==> src/rtl/ctrl_decode_stage.sv <==
// Registered MIPS control decoder with valid/ready flow control, flush,
// multi-cycle MULT/DIV busy sequencing and SYSCALL halt/resume.
//
// state      | meaning
// -----------+------------------------------------------------------
// ST_RUN     | accepting instructions when the output slot is free
// ST_MD_WAIT | MULT/DIV issued, counting down the multiply/divide latency
// ST_HALT    | SYSCALL accepted, waiting for a resume pulse
module ctrl_decode_stage #(
  parameter int unsigned MD_LATENCY      = 4,
  parameter bit          ENABLE_MULDIV   = 1'b1,
  parameter bit          HALT_ON_SYSCALL = 1'b1
) (
  input  logic        clk,
  input  logic        rst_n,
  input  logic        in_valid,
  output logic        in_ready,
  input  logic [31:0] instr,
  input  logic        flush,
  input  logic        resume,
  output logic        out_valid,
  input  logic        out_ready,
  output logic        RegDst,
  output logic        RegWrite,
  output logic        MemRead,
  output logic        MemWrite,
  output logic        MemtoReg,
  output logic        JalSrc,
  output logic [2:0]  AluOp,
  output logic [1:0]  AluSrc,
  output logic [1:0]  Branch,
  output logic [1:0]  Jump,
  output logic [1:0]  hilo_sel,
  output logic        md_start,
  output logic [1:0]  md_op,
  output logic        syscall,
  output logic        illegal,
  output logic        busy,
  output logic        halted
);

  typedef enum logic [1:0] {
    ST_RUN     = 2'd0,
    ST_MD_WAIT = 2'd1,
    ST_HALT    = 2'd2
  } state_t;

  typedef struct packed {
    logic       reg_dst;
    logic       reg_write;
    logic [2:0] alu_op;
    logic       mem_read;
    logic       mem_write;
    logic       mem_to_reg;
    logic [1:0] alu_src;
    logic [1:0] branch;
    logic [1:0] jump;
    logic       jal_src;
    logic [1:0] hilo_sel;
    logic       md_start;
    logic [1:0] md_op;
    logic       syscall;
    logic       illegal;
  } ctrl_t;

  localparam logic [5:0] OP_RTYPE = 6'h00;
  localparam logic [5:0] OP_J     = 6'h02;
  localparam logic [5:0] OP_JAL   = 6'h03;
  localparam logic [5:0] OP_BEQ   = 6'h04;
  localparam logic [5:0] OP_BNE   = 6'h05;
  localparam logic [5:0] OP_ADDI  = 6'h08;
  localparam logic [5:0] OP_ADDIU = 6'h09;
  localparam logic [5:0] OP_SLTI  = 6'h0A;
  localparam logic [5:0] OP_ANDI  = 6'h0C;
  localparam logic [5:0] OP_ORI   = 6'h0D;
  localparam logic [5:0] OP_LW    = 6'h23;
  localparam logic [5:0] OP_SW    = 6'h2B;

  localparam logic [5:0] F_SLL     = 6'h00;
  localparam logic [5:0] F_SRL     = 6'h02;
  localparam logic [5:0] F_SRA     = 6'h03;
  localparam logic [5:0] F_JR      = 6'h08;
  localparam logic [5:0] F_SYSCALL = 6'h0C;
  localparam logic [5:0] F_MFHI    = 6'h10;
  localparam logic [5:0] F_MFLO    = 6'h12;
  localparam logic [5:0] F_MULT    = 6'h18;
  localparam logic [5:0] F_MULTU   = 6'h19;
  localparam logic [5:0] F_DIV     = 6'h1A;
  localparam logic [5:0] F_DIVU    = 6'h1B;
  localparam logic [5:0] F_ADD     = 6'h20;
  localparam logic [5:0] F_ADDU    = 6'h21;
  localparam logic [5:0] F_SUB     = 6'h22;
  localparam logic [5:0] F_AND     = 6'h24;
  localparam logic [5:0] F_OR      = 6'h25;
  localparam logic [5:0] F_NOR     = 6'h27;
  localparam logic [5:0] F_SLT     = 6'h2A;
  localparam logic [5:0] F_SLTU    = 6'h2B;

  localparam logic [7:0] MD_LOAD = 8'(MD_LATENCY - 1);

  state_t     state_q, state_d;
  logic [7:0] cnt_q, cnt_d;
  ctrl_t      bundle_q, bundle_d;
  logic       out_valid_q, out_valid_d;
  logic       ready_en_q, ready_en_d;

  ctrl_t      dec;
  logic [5:0] opcode;
  logic [5:0] funct;
  logic       accept;
  logic       unused_instr_bits;

  assign opcode            = instr[31:26];
  assign funct             = instr[5:0];
  assign unused_instr_bits = ^instr[25:6];

  always_comb begin
    dec = '0;
    case (opcode)
      OP_RTYPE: begin
        case (funct)
          F_ADD, F_ADDU: begin
            dec.reg_dst   = 1'b1;
            dec.reg_write = 1'b1;
          end
          F_AND, F_SUB, F_OR, F_NOR, F_SLT, F_SLTU: begin
            dec.reg_dst   = 1'b1;
            dec.reg_write = 1'b1;
            case (funct)
              F_AND:   dec.alu_op = 3'b110;
              F_SUB:   dec.alu_op = 3'b010;
              F_OR:    dec.alu_op = 3'b111;
              default: dec.alu_op = 3'b100;
            endcase
          end
          F_SLL, F_SRL, F_SRA: begin
            dec.reg_dst   = 1'b1;
            dec.reg_write = 1'b1;
            dec.alu_op    = 3'b100;
            dec.alu_src   = 2'b11;
          end
          F_JR:      dec.jump    = 2'b01;
          F_SYSCALL: dec.syscall = 1'b1;
          F_MULT, F_MULTU, F_DIV, F_DIVU: begin
            if (ENABLE_MULDIV) begin
              dec.md_start = 1'b1;
              dec.md_op    = funct[1:0];
            end else begin
              dec.illegal = 1'b1;
            end
          end
          F_MFHI, F_MFLO: begin
            if (ENABLE_MULDIV) begin
              dec.reg_dst   = 1'b1;
              dec.reg_write = 1'b1;
              dec.hilo_sel  = (funct == F_MFHI) ? 2'b01 : 2'b10;
            end else begin
              dec.illegal = 1'b1;
            end
          end
          default: dec.illegal = 1'b1;
        endcase
      end
      OP_ADDI, OP_ADDIU, OP_ANDI, OP_ORI, OP_SLTI: begin
        dec.reg_write = 1'b1;
        dec.alu_src   = 2'b01;
        case (opcode)
          OP_ANDI: dec.alu_op = 3'b110;
          OP_ORI:  dec.alu_op = 3'b111;
          OP_SLTI: dec.alu_op = 3'b100;
          default: dec.alu_op = 3'b000;
        endcase
      end
      OP_LW: begin
        dec.reg_write  = 1'b1;
        dec.mem_read   = 1'b1;
        dec.mem_to_reg = 1'b1;
        dec.alu_src    = 2'b01;
      end
      OP_SW: begin
        dec.mem_write = 1'b1;
        dec.alu_src   = 2'b01;
      end
      OP_BEQ: dec.branch = 2'b01;
      OP_BNE: dec.branch = 2'b10;
      OP_J:   dec.jump   = 2'b11;
      OP_JAL: begin
        dec.reg_write = 1'b1;
        dec.jump      = 2'b10;
        dec.jal_src   = 1'b1;
      end
      default: dec.illegal = 1'b1;
    endcase
  end

  // ready_en_q keeps in_ready low while reset is held and until the first edge after release
  assign in_ready = ready_en_q && (state_q == ST_RUN) && (!out_valid_q || out_ready) && !flush;
  assign accept   = in_valid && in_ready;

  always_comb begin
    bundle_d    = bundle_q;
    out_valid_d = out_valid_q;
    ready_en_d  = 1'b1;
    if (flush) begin
      bundle_d    = '0;
      out_valid_d = 1'b0;
    end else if (accept) begin
      bundle_d    = dec;
      out_valid_d = 1'b1;
    end else if (out_ready) begin
      bundle_d    = '0;
      out_valid_d = 1'b0;
    end
  end

  always_comb begin
    state_d = state_q;
    cnt_d   = cnt_q;
    case (state_q)
      ST_RUN: begin
        if (accept && dec.md_start) begin
          state_d = ST_MD_WAIT;
          cnt_d   = MD_LOAD;
        end else if (accept && dec.syscall && HALT_ON_SYSCALL) begin
          state_d = ST_HALT;
        end
      end
      ST_MD_WAIT: begin
        if (flush) begin
          state_d = ST_RUN;
          cnt_d   = '0;
        end else if (cnt_q == 8'd0) begin
          state_d = ST_RUN;
        end else begin
          cnt_d = cnt_q - 8'd1;
        end
      end
      ST_HALT: begin
        if (resume) state_d = ST_RUN;
      end
      default: begin
        state_d = ST_RUN;
        cnt_d   = '0;
      end
    endcase
  end

  always_ff @(posedge clk or negedge rst_n) begin
    if (!rst_n) begin
      state_q     <= ST_RUN;
      cnt_q       <= '0;
      bundle_q    <= '0;
      out_valid_q <= 1'b0;
      ready_en_q  <= 1'b0;
    end else begin
      state_q     <= state_d;
      cnt_q       <= cnt_d;
      bundle_q    <= bundle_d;
      out_valid_q <= out_valid_d;
      ready_en_q  <= ready_en_d;
    end
  end

  assign out_valid = out_valid_q;
  assign RegDst    = bundle_q.reg_dst;
  assign RegWrite  = bundle_q.reg_write;
  assign AluOp     = bundle_q.alu_op;
  assign MemRead   = bundle_q.mem_read;
  assign MemWrite  = bundle_q.mem_write;
  assign MemtoReg  = bundle_q.mem_to_reg;
  assign AluSrc    = bundle_q.alu_src;
  assign Branch    = bundle_q.branch;
  assign Jump      = bundle_q.jump;
  assign JalSrc    = bundle_q.jal_src;
  assign hilo_sel  = bundle_q.hilo_sel;
  assign md_start  = bundle_q.md_start;
  assign md_op     = bundle_q.md_op;
  assign syscall   = bundle_q.syscall;
  assign illegal   = bundle_q.illegal;
  assign busy      = (state_q != ST_RUN);
  assign halted    = (state_q == ST_HALT);

endmodule
==> config.mk <==
export PLATFORM = sky130hd
export DESIGN_NAME = ctrl_decode_stage
export DESIGN_NICKNAME = d
export VERILOG_FILES = /design/src/rtl/ctrl_decode_stage.sv
export SDC_FILE = /design/constraint.sdc
export NUM_CORES = 1
export LEC_CHECK = 0
export ABC_CLOCK_PERIOD_IN_PS = 1960
export CAP_MARGIN = 20
export CORE_ASPECT_RATIO = 0.6
export CORE_MARGIN = 4
export CORE_UTILIZATION = 46
export DETAILED_ROUTE_END_ITERATION = 8
export MAX_ROUTING_LAYER = met4
export PLACE_DENSITY = 0.81
export SYNTH_ARGS = -nofsm -noshare
export SYNTH_HDL_FRONTEND = slang
export SYNTH_SLANG_ARGS = --single-unit
==> constraint.sdc <==
create_clock -name clk -period 1.96 [get_ports clk]
set_clock_uncertainty 0.1 [all_clocks]
set_input_delay 0.392 -clock clk [delete_from_list [all_inputs] [get_ports clk]]
set_output_delay 0.392 -clock clk [all_outputs]
set_load 0.01 [all_outputs]
==> reports/results.txt <==
First drt pass iteration count: 4
# clock sinks: 33
Synth area leaders: dfrtp_1 44%, nand2_1 7.1%, nor2_1 3.6%, o21ai_1 3.2%, a21oi_1 2.6%
Initial Utilization: 0.4982
Register area: 827.0 sq um
Hold crit path type: flop to flop
Die Width: 90.90 um
CP bufs+invs: 0
Static Leak: 1.365 nW
Top-area cell type share of the netlist area: 0.4354
Layout cells sized above 1: 0.2318
Number of buffers added on ports: 43
I/O pin count: 64
Compound-Gate Fraction of Synth Area: 0.1880
Average cell area after synthesis: 8.864 sq um
Crit path kind: flop to flop
Syn Inst Count: 214
Layout Utilization: 0.7348
Number of synthesized flops with an enable pin: 0
Nets: 340
Worst-path cell chain: or3_1 > or3_1 > nor3_2 > mux2i_1 > o32ai_1
DRC errors left: 0
Tmin final: 1907 ps
Hpwl dp: 4.193 mm
Status: complete, no violations
Post-synth ARST share: 1.000
Initial antenna violation count: 0
Post-synthesis simple-gate area fraction: 0.3087
Count of final hold-check violations: 0
Routed WL per cell: 15.44 um
CP startpoint kind: flop
Maximum vdd drop: 0.3434 mV
CTS Buf Count: 5
Core area: 0.003807 sq mm
Highest-count cells in the layout ignoring fill and taps: 46 x buf_4, 39 x clkdlybuf4s50_1, 36 x nand2_1
Most frequent cell on the critical path: or3_1
Peak Freq: 524.4 MHz
Delay-heaviest family, CP: simple AND/OR/NAND/NOR gates
Worst-skew pair later-pin latency: 280 ps
Xor/xnor share of the synthesized area: 0.004617
Synth Register Bits: 33
Vias/cell: 5.625
# diodes: 0
Fillcell total: 273
Tcrit/Tclk final: 0.9730
Pins Over Slew Limit: 0
First-pass GRT wire length: 8.459 mm
Clock root buffer master: clkbuf_8
Cell taking the most area after synthesis: dfrtp_1
Synth Cell Area: 0.001897 sq mm
Drt first-iter violations: 147
Area share of fa/ha/maj cells after synthesis: 0.006596
Area occupied by multi-input gates: 0.001025 sq mm
Pwr Density: 509.8 mW/mm^2
Highest fanout seen on the critical path: 5
Routed WL: 5.390 mm
YS warnings: 0
H-tree depth: 2
Post-route ant nets: 0
CP endpoint kind: flop
Final setup vio count: 0
Slowest-stage cell, CP: dfrtp_2
Commonest non-fill, non-tap cell in the layout: buf_4
Worst-path clk slew: 70 ps
Dpl ws: -348.3 ps
CP required: 2030 ps
Final critical-path setup slack: 52.99 ps
Largest net degree at the start of global routing: 34
Die Span Y: 57.74 um
Core Rows: 17
Sequential share of the synthesized area: 0.4354
Post-Place Cells: 340
Overall Global Routing Usage: 0.2113
Placer congestion estimate: 0.8923
Tot Pwr: 1.426 mW
GR Overflow Total: 0
CTS Buffer Depth: 2
Layout area overhead: 47.49%
Total number of vias: 1963
CTS tree: built
Syn nets: 253
Netlist cell types: 57
Finished Layout Cells: 349
Main combinational cell family by area after synthesis: simple AND/OR/NAND/NOR gates
Mux cell area share after synthesis: 0.01583
CP peak stage delay: 450 ps
Max Cap Viol: 0
Die area: 0.005249 sq mm
Primary FF master, synth: dfrtp_1
Vias in the first global route: 1716
CP arrival: 1970 ps
-- stage by stage --
stage	setup TNS, ps	hold WS (ps)	instance area, sq um
after floorplan	0	-3.591	1897
after global placement	-5269	354.7	2684
after detailed placement	-6587	358.2	2684
after CTS	-35.74	372.2	2775
after global routing	-8.233	390.7	2798
final	0	367.4	2798
-- power breakdown --
group	switching (mW)	internal, mW
Sequential	0.00586	0.688
Combinational	0.123	0.124
Clock	0.240	0.246
-- flip-flops by register name, summed over array words and instances (netlist names) --
name / flops
MemWrite: 1
Branch: 2
AluOp: 3
hilo_sel: 2
out_valid: 1
state_q: 2
RegWrite: 1
Jump: 2
cnt_q: 8
RegDst: 1
JalSrc: 1
illegal: 1
AluSrc: 2
md_start: 1
MemRead: 1
md_op: 2
syscall: 1
ready_en_q: 1
-- final timing paths --
kind	slack [ps]	from	cells past startpoint	end
worst max-delay path	50	cnt_q[2]$_DFFE_PN0P_	5	cnt_q[7]$_DFFE_PN0P_
worst min-delay path	370	JalSrc$_DFFE_PN0P_	2	JalSrc$_DFFE_PN0P_
worst max register to register	50	cnt_q[2]$_DFFE_PN0P_	5	cnt_q[7]$_DFFE_PN0P_
worst min register to register	370	JalSrc$_DFFE_PN0P_	2	JalSrc$_DFFE_PN0P_
max in group asynchronous	1010	rst_n	2	cnt_q[2]$_DFFE_PN0P_
min in group asynchronous	420	rst_n	2	MemWrite$_DFFE_PN0P_
-- routing by layer --
| metal | GRT usage | part of all wire | wire, um |
|---|---|---|---|
| met4 | 0.07082 | 0.016 | 88 |
| met1 | 0.2957 | 0.48 | 2606 |
| met2 | 0.2824 | 0.40 | 2182 |
| met3 | 0.07393 | 0.095 | 513 |
| met5 | - | 0 | 0 |
-- layout make-up --
cell class / instances / area share
inverter: 9 / 0.01208
timing repair buffer: 89 / 0.2755
sequential: 33 / 0.2956
tap: 47 / 0.02102
multi-input combinational: 163 / 0.3663
clock inverter: 2 / 0.003578
clock buffer: 6 / 0.02594
-- repair_timing --
action                     4_1_cts  5_1_grt
setup buffers                    1        0
hold buffers                     0        0
gates resized for setup          6        7
pin swaps                        0        4
setup endpoints to repair        4       27
-- cell usage after synthesis, types with 2 or more instances --
master	count
a32oi_1	3
mux2i_1	3
nand3b_1	3
a31oi_1	2
and2_1	6
o31ai_1	2
nor3_1	8
o21ai_0	4
dfrtp_1	33
nand2b_1	4
a21oi_1	10
a32o_1	2
nand4_1	5
inv_1	9
nor2_1	18
nor2b_1	4
o21ai_1	12
o2bb2ai_1	2
buf_2	2
a22oi_1	2
clkbuf_1	6
nand2_1	36
or3_1	4
-- cell families after synthesis --
| group | after synthesis |
|---|---|
| other cells | 1 |
| simple gates | 104 |
| buf+inv | 18 |
| xor+xnor | 1 |
| fa+ha+maj | 1 |
| mux | 3 |
| compound gates | 53 |
| flops | 33 |
-- worst register-to-register path, cell delays in order (launching register included) --
cell     delay [ps]
dfrtp_2         450
or3_1           410
or3_1           380
nor3_2          150
mux2i_1         210
o32ai_1         100
No activity file was read; power rests on OpenSTA's default activity.
